File: config.mk
export PLATFORM = sky130hd
export DESIGN_NAME = booth_multiplier_flat
export DESIGN_NICKNAME = d
export VERILOG_FILES = /design/src/rtl/booth_multiplier_if.sv /design/src/rtl/booth_multiplier.sv /design/src/flat_wrapper.sv
export SDC_FILE = /design/constraint.sdc
export NUM_CORES = 1
export LEC_CHECK = 0
export CORE_AREA = 3 3 212 110
export CTS_CLUSTER_DIAMETER = 60
export DETAILED_ROUTE_END_ITERATION = 12
export DIE_AREA = 0 0 215 113
export MAX_ROUTING_LAYER = met4
export PLACE_DENSITY_LB_ADDON = 0.3
export SLEW_MARGIN = 20
export SYNTH_ARGS = -nofsm -noshare
export SYNTH_HDL_FRONTEND = slang
export SYNTH_SLANG_ARGS = --single-unit
File: constraint.sdc
create_clock -name clk -period 4.7 [get_ports clk]
set_input_delay 0.94 -clock clk [delete_from_list [all_inputs] [get_ports clk]]
set_output_delay 0.94 -clock clk [all_outputs]
set_load 0.005 [all_outputs]
File: src/rtl/booth_multiplier_if.sv
// Start/operand/result bundle for the radix-4 Booth multiplier.
// The requester drives the master side and the multiplier sits on the slave side.
interface booth_multiplier_if #(
    parameter int WIDTH = 32
);
    logic               mult_begin;
    logic               mult_signed;
    logic [WIDTH-1:0]   operand1;
    logic [WIDTH-1:0]   operand2;
    logic [2*WIDTH-1:0] product;
    logic               mult_end;
    logic               busy;

    modport master (
        output mult_begin, mult_signed, operand1, operand2,
        input  product, mult_end, busy
    );

    modport slave (
        input  mult_begin, mult_signed, operand1, operand2,
        output product, mult_end, busy
    );
endinterface

File: src/rtl/booth_multiplier.sv
// Sequential radix-4 Booth multiplier that retires one digit per clock.
// A level-held mult_begin starts the operation and keeps the result on display; dropping it aborts or releases.
module booth_multiplier #(
    parameter int WIDTH = 32
) (
    input  logic             clk,
    input  logic             resetn,
    booth_multiplier_if.slave bus
);
    localparam int CW = $clog2(WIDTH / 2 + 2);
    localparam logic [CW-1:0] ITERS = CW'(WIDTH / 2 + 1);

    typedef enum logic [1:0] {IDLE, CALC, DONE} state_t;

    state_t           state;
    logic [CW-1:0]    cnt;
    logic [WIDTH+1:0] mcand;
    logic [WIDTH+3:0] acc;
    logic [WIDTH+1:0] mq;
    logic             qm1;

    logic [WIDTH+3:0] m_ext, sel, acc_sum, acc_nx;
    logic [WIDTH+1:0] mq_nx;
    logic             ext1, ext2;

    assign ext1  = bus.mult_signed & bus.operand1[WIDTH-1];
    assign ext2  = bus.mult_signed & bus.operand2[WIDTH-1];
    assign m_ext = {{2{mcand[WIDTH+1]}}, mcand};

    // Booth digit from {q[1], q[0], q[-1]} selects 0, +/-M or +/-2M.
    always_comb begin
        sel = '0;
        case ({mq[1:0], qm1})
            3'b001, 3'b010: sel = m_ext;
            3'b011:         sel = m_ext << 1;
            3'b100:         sel = -(m_ext << 1);
            3'b101, 3'b110: sel = -m_ext;
            default:        sel = '0;
        endcase
    end

    // {acc, mq} behaves as one long register shifted arithmetically by two each digit.
    assign acc_sum = acc + sel;
    assign acc_nx  = {{2{acc_sum[WIDTH+3]}}, acc_sum[WIDTH+3:2]};
    assign mq_nx   = {acc_sum[1:0], mq[WIDTH+1:2]};

    always_ff @(posedge clk or negedge resetn) begin
        if (!resetn) begin
            state        <= IDLE;
            cnt          <= '0;
            mcand        <= '0;
            acc          <= '0;
            mq           <= '0;
            qm1          <= 1'b0;
            bus.product  <= '0;
            bus.mult_end <= 1'b0;
            bus.busy     <= 1'b0;
        end else begin
            case (state)
                IDLE: begin
                    if (bus.mult_begin) begin
                        state    <= CALC;
                        bus.busy <= 1'b1;
                        cnt      <= ITERS;
                        mcand    <= {{2{ext1}}, bus.operand1};
                        mq       <= {{2{ext2}}, bus.operand2};
                        qm1      <= 1'b0;
                        acc      <= '0;
                    end
                end
                CALC: begin
                    if (!bus.mult_begin) begin
                        state    <= IDLE;
                        bus.busy <= 1'b0;
                    end else begin
                        acc <= acc_nx;
                        mq  <= mq_nx;
                        qm1 <= mq[1];
                        cnt <= cnt - 1'b1;
                        if (cnt == CW'(1)) begin
                            state        <= DONE;
                            bus.busy     <= 1'b0;
                            bus.mult_end <= 1'b1;
                            bus.product  <= {acc_nx[WIDTH-3:0], mq_nx};
                        end
                    end
                end
                DONE: begin
                    if (!bus.mult_begin) begin
                        state        <= IDLE;
                        bus.mult_end <= 1'b0;
                    end
                end
                default: begin
                    state        <= IDLE;
                    bus.busy     <= 1'b0;
                    bus.mult_end <= 1'b0;
                end
            endcase
        end
    end
endmodule

File: src/flat_wrapper.sv
// flat-port wrapper written by rule: the top's interface ports become plain ports
module booth_multiplier_flat 
#(
    parameter int WIDTH = 32
)
  (clk, resetn, bus_mult_begin, bus_mult_signed, bus_operand1, bus_operand2, bus_product, bus_mult_end, bus_busy);
  booth_multiplier_if #(.WIDTH(WIDTH)) bus_i ();
  input  logic clk;
  input  logic resetn;
  input wire logic [$bits(bus_i.mult_begin)-1:0] bus_mult_begin;
  input wire logic [$bits(bus_i.mult_signed)-1:0] bus_mult_signed;
  input wire logic [$bits(bus_i.operand1)-1:0] bus_operand1;
  input wire logic [$bits(bus_i.operand2)-1:0] bus_operand2;
  output wire logic [$bits(bus_i.product)-1:0] bus_product;
  output wire logic [$bits(bus_i.mult_end)-1:0] bus_mult_end;
  output wire logic [$bits(bus_i.busy)-1:0] bus_busy;
  assign bus_i.mult_begin = bus_mult_begin;
  assign bus_i.mult_signed = bus_mult_signed;
  assign bus_i.operand1 = bus_operand1;
  assign bus_i.operand2 = bus_operand2;
  assign bus_product = bus_i.product;
  assign bus_mult_end = bus_i.mult_end;
  assign bus_busy = bus_i.busy;
  booth_multiplier #(.WIDTH(WIDTH)) u_core (.clk(clk), .resetn(resetn), .bus(bus_i));
endmodule
# After elaboration in Yosys (flattened, before gate mapping)
# Index checks and enable logic that the tools add are counted.
word_totals:
  output_inout_bits: 66
  elab_cells: 67
  register_bits: 177
op_classes:
  bitwise: 4
  addsub: 4
  n_eq_ne: 14
  reduce_logical: 10
  muxes: 26
ops:
  columns: ["op", "count"]
  rows:
  - ["one-hot mux 36 bit (4 select lines)", 1]
  - ["2-to-1 mux 36 bit", 2]
  - ["negation 36 bit", 2]
  - ["one-hot mux 36 bit (2 select lines)", 1]
  - ["2-to-1 mux 34 bit", 2]
  - ["one-hot mux 34 bit (2 select lines)", 1]
  - ["adder 36 bit", 1]
  - ["AND reduction 3 bit", 4]
  - ["2-to-1 mux 5 bit", 2]
  - ["one-hot mux 5 bit (2 select lines)", 1]
  - ["== test 3 bit, second input constant", 3]
  - ["2-to-1 mux 1 bit", 8]
  - ["2-to-1 mux 2 bit", 4]
  - ["== test 3 x 2 -> 1 bit, second input constant", 2]
  - ["inequality test 2 bit, second input constant", 3]
  - ["one-hot mux 1 bit (3 select lines)", 2]
  - ["one-hot mux 2 bit (3 select lines)", 1]
  - ["== test 5 x 1 -> 1 bit, second input constant", 1]
  - ["subtractor 5 x 1 -> 5 bit, second input constant", 1]
  - ["AND reduction 4 bit", 1]
  - ["OR reduction 2 bit", 2]
  - ["== test 3 x 1 -> 1 bit, second input constant", 1]
  - ["inequality test 3 x 2 -> 1 bit, second input constant", 1]
  - ["AND 1 bit", 2]
  - ["other kinds (8)", 9]

# Longest topological paths before layout
depth:
  ltp_word: 6
  ltp_mapped: 23
  ltp_nobuf: 21

# Least setup slack after synthesis
# Ideal clock, no wire load.
synth_timing:
  path_kind: "register to register"
  startpoint: "register u_core.mcand[7]"
  endpoint: "register u_core.acc[34]"
  stages_incl_launch_ff: 21
  setup_time_ns: 0.132
  arrival_time_ns: 4.595
  path_slack_ns: -0.026
  t_required_ns: 4.568
  cell_sequence: "dfrtp_1 -> or4_4 -> nor3_2 -> nand2_1 -> or3_1 -> or3_1 -> xnor2_1 -> o21ai_1 -> a32oi_1 -> o21ai_1 -> ha_1 -> clkbuf_1 -> a21o_1 -> o21bai_1 -> or2_0 -> a21o_1 -> o21ai_1 -> a21oi_1 -> o21a_1 -> o2111ai_1 -> or3b_1"
synth_between:
  elab_chain_cells: 5
  word_cells_on_any_way: 6
  cone_classes: "add/sub: 3; mux: 3"
synth_rtl:
  columns: ["element", "line_no", "text"]
  rows:
  - ["start, declared", "booth_multiplier.sv:17", "logic [WIDTH+1:0] mcand;"]
  - ["start signal, assigned", "booth_multiplier.sv:65", "mcand <= {{2{ext1}}, bus.operand1};"]
  - ["negation 36 bit (on tied branches)", "booth_multiplier.sv:37, booth_multiplier.sv:36", null]
  - ["one-hot mux 36 bit (4 select lines) *", "booth_multiplier.sv:33", "case ({mq[1:0], qm1})"]
  - ["adder 36 bit *", "booth_multiplier.sv:43", "assign acc_sum = acc + sel;"]
  - ["2-to-1 mux 36 bit *", "booth_multiplier.sv:72", "if (!bus.mult_begin) begin"]
  - ["one-hot mux 36 bit (2 select lines) *", "booth_multiplier.sv:59", "case (state)"]
  - ["end signal, assigned", "booth_multiplier.sv:76", "acc <= acc_nx;"]
  - ["end, declared", "booth_multiplier.sv:18", "logic [WIDTH+3:0] acc;"]
# Mark *: on every way between the ends. The rest lies on a longest branch, timed or not. The select of a mux whose other input is x is not followed.
# A chain may end at the register's enable or synchronous reset.

# Worst setup path in the final report
layout_timing:
  startpoint: "register u_core.mcand[0]"
  endpoint: "register u_core.acc[34]"
# Same word-level chain as after synthesis.

==> out/qor.csv <==
stage,metric,value,unit
final_layout,final_cell_area,0.01388,sq mm
synth,yosysUniqueCellTypes,78,
timing,finalCriticalPeriod,4.732,ns
grt,antenna_found_initial,0,
timing,finalHoldViolations,0,
route,drt_iter0_markers,1026,
critical_path,path_class,reg -> reg,
die,rows,38,
grt,grt_max_degree,101,
synth,synth_nets,1331,
timing,drv_slew,0,
grt,grt_usage,26.96,%
synth,synth_edf_count,0,
synth,synth_top_area_share,40.79,%
final_layout,fillCellCount,1809,
power_and_ir_drop,clockPowerShare,16.6,%
power_and_ir_drop,combPwrFrac,55.3,%
critical_path,crit_path_end_kind,flop,
power_and_ir_drop,internal_power,5.205,mW
synth,async_flop_share,100.0,%
grt,grt_pass1_wl,50.92,mm
placed_design,hpwl,22.28,mm
final_layout,final_cells,1712,
hold_path,hold_depth,2,
power_and_ir_drop,p_leak,6.398,nW
timing,rsz0062_at_grt,true,
synth,synth_cells,1224,
placed_design,dpl_cell_area,0.01279,sq mm
final_layout,regArea,0.004380,sq mm
run_status,status,finished with violations,
synth,syn_area_per_cell,8.771,sq um
clock_tree,clock_latency,0.46,ns
power_and_ir_drop,power_frac_seq,28.1,%
timing,tightest_slew,0.9635,ns
clock_tree,cts_root_buffer,clkbuf_16,
synth,yosysWarnings,0,
synth,yosys.area.top_type,dfrtp_1,
clock_tree,cts_tree,done,
power_and_ir_drop,cellPowerDensity,645.5,mW/mm^2
clock_tree,max-clock-path-buffers,2,
timing,slew_headroom,35.77,%
timing,fin_ws,-0.03245,ns
critical_path,critPathMaxStageDelay,0.51,ns
placed_design,dp.cells,1655,
critical_path,crit_fanout,5,
run,drv_cap,0,
critical_path,required,5.04,ns
final_layout,nNetsFinal,1506,
critical_path,startpoint,u_core.mcand[0],
synth,ys_ff_latch,175,
critical_path,cp-endpoint,u_core.acc[34],
die,start_util,49.84,%
route,postRouteAntennaNets,0,
placed_design,place_congestion,1.007,
synth,ys_seq_area_share,40.79,%
route,vias,9829,
hold_path,hp-class,reg -> reg,
timing,min_period_over_period,100.7,%
final_layout,antenna_cells,0,
run_status,violations,setup timing,
final_layout,utilization,64.44,%
timing,fin_hold_ws,0.4729,ns
grt,grt-ovfl-total,0,
route,drc,0,
final_layout,mostFrequentLayoutCell,nand2_1,
synth,netlist_area,0.01074,sq mm
route,wl_per_cell,18.48,um
critical_path,ff2ff_path_depth,20,
final_layout,layout_common_cells,"nand2_1 (291), dfrtp_1 (174), clkdlybuf4s50_1 (132)",
synth,ys.flop_type,dfrtp_1,
power_and_ir_drop,irDropWorstVdd,332.1,uV
die,fp.coreArea,0.02154,sq mm
critical_path,cp_top_family,compound AO/OA/AOI/OAI gates,
route,dr.pass1.iters,6,
route,drt-total-wl,31.64,mm
timing,tns,-0.03245,ns
timing,fmax,0.2113,GHz
clock_tree,path_clk_slew,0.07,ns
power_and_ir_drop,sw_frac_of_total,41.90,%
critical_path,reg2reg_from,u_core.mcand[0],
synth,synth.area.top_cells,"dfrtp_1 (41%), nand2_1 (10%), ha_1 (4.4%)",
route,drt-vias-per-instance,5.741,
critical_path,crit_path_start_kind,flop,
die,die_area,0.02430,sq mm
clock_tree,cts_buffers,17,
die,die_height,113,um
critical_path,arrival,5.07,ns
critical_path,cp_slowest_cell,or4b_4,
clock_tree,cts_max_level,4,
critical_path,timing.rr.end,u_core.acc[34],
die,ios,134,
placed_design,io_buffers,133,
clock_tree,cts_sinks,175,
die,dieWidth,215,um
final_layout,syn_to_final_growth,29.28,%
clock_tree,ctsHoldBuffers,0,
final_layout,drive_gt1_share,17.71,%
critical_path,worst-path-buf-inv,3,
critical_path,cp.depth,20,
final_layout,multi_input_area,0.006262,sq mm
grt,grt_pass1_vias,9434,
critical_path,r2r_setup_slack,-0.03,ns
critical_path,crit_chain,"inv_2, ha_4, or4b_4, buf_4, or3_4, nand2_1, xnor2_1, a221oi_1, a31oi_1, ha_1, a21o_1, a31oi_1, o31ai_1, buf_4, o211a_4, o21ai_2, a21oi_2, o21a_1, o2111ai_1, or3b_1",
power_and_ir_drop,power_switching,3.754,mW
timing,fin_worst_skew,0.01259,ns
timing,finalSetupViolCount,1,
## metrics by stage
step                      power, mW  worst slack (ns)
after detailed placement      7.056           -0.2860
after CTS                     8.687          0.003870
after floorplan               5.272          0.002433
after global routing          9.565           -0.2092
after global placement        6.933           -0.1013
final                         8.959          -0.03245
## worst min-delay path by stage
stage,start,to,slack [ns]
final,u_core.bus.product[29],u_core.bus.product[29],0.47
after global routing,u_core.bus.product[10],u_core.bus.product[10],0.50
after CTS,u_core.bus.product[8],u_core.bus.product[8],0.48
after detailed placement,u_core.bus.product[46],u_core.bus.product[46],0.46
after global placement,u_core.bus.product[8],u_core.bus.product[8],0.46
after floorplan,u_core.acc[30],u_core.acc[30],0.46
## logic make-up after synthesis
| kind of cell | synth area share [%] |
|---|---|
| and+or+nand+nor | 19.36 |
| muxes | 7.110 |
| adders and majority gates | 4.615 |
| AOI/OAI and AO/OA | 18.40 |
| DFF | 40.79 |
| buffers and inverters | 3.683 |
| xor gates and xnor gates | 6.037 |
## layout make-up
| cell class | instances | area share [%] |
|---|---|---|
| clock inverter | 14 | 1.199 |
| clock buffer | 18 | 3.164 |
| timing repair buffer | 243 | 15.87 |
| multi-input combinational | 948 | 45.12 |
| tap | 300 | 2.705 |
| sequential | 175 | 31.56 |
| inverter | 14 | 0.3787 |
## state kept, by name, summed over array words and instances, names as in the netlist
signal	count
u_core.bus.product	64
u_core.acc	34
u_core.mq	34
u_core.mcand	33
u_core.cnt	5
u_core.state	2
u_core.bus.busy	1
u_core.bus.mult_end	1
u_core.qm1	1
## repair_timing
| item | CTS | global route |
|---|---|---|
| setup endpoints to repair | 3 | 21 |
| cloned | 0 | 0 |
| gates resized for setup | 19 | 44 |
| pin swaps | 16 | 23 |
| setup buffers | 11 | 13 |
## cell usage after synthesis (17+ instances only)
cell type    n
a21oi_1     53
nand3_1     19
a31oi_1     19
dfrtp_1    175
clkbuf_1    74
xnor2_1     38
xor2_1      36
mux2i_1     38
nor2_1      51
nor3_1      17
ha_1        38
a21o_1      30
o21ai_0     88
mux2_2      34
a22o_1      25
nand2_1    296
## power by group through the flow
| stage | Clock, mW | Sequential [mW] | Combinational (mW) |
|---|---|---|---|
| global placement | 0 | 2.51 | 4.42 |
| CTS | 1.51 | 2.51 | 4.67 |
| finish | 1.49 | 2.52 | 4.96 |
| detailed placement | 0 | 2.53 | 4.52 |
| global route | 1.57 | 2.60 | 5.40 |
| floorplan | 0 | 2.43 | 2.85 |
## layer usage
metal	wire length, um	vias to the layer above	global-route usage (%)
met5	0	-	-
met4	588	0	6.420
met3	2000	52	5.983
met2	14050	336	38.89
met1	15000	4787	38.81
li1	-	4654	-
## worst reg2reg max path, cell delays in order, from the launching register on
cell and delay, ns:
dfrtp_1 0.41, inv_2 0.10, ha_4 0.15, or4b_4 0.51, buf_4 0.19, or3_4 0.36, nand2_1 0.09, xnor2_1 0.09
a221oi_1 0.28, a31oi_1 0.12, ha_1 0.39, a21o_1 0.20, a31oi_1 0.14, o31ai_1 0.10, buf_4 0.17, o211a_4 0.27
o21ai_2 0.21, a21oi_2 0.10, o21a_1 0.20, o2111ai_1 0.17, or3b_1 0.36
(Power assumes the default switching activity.)
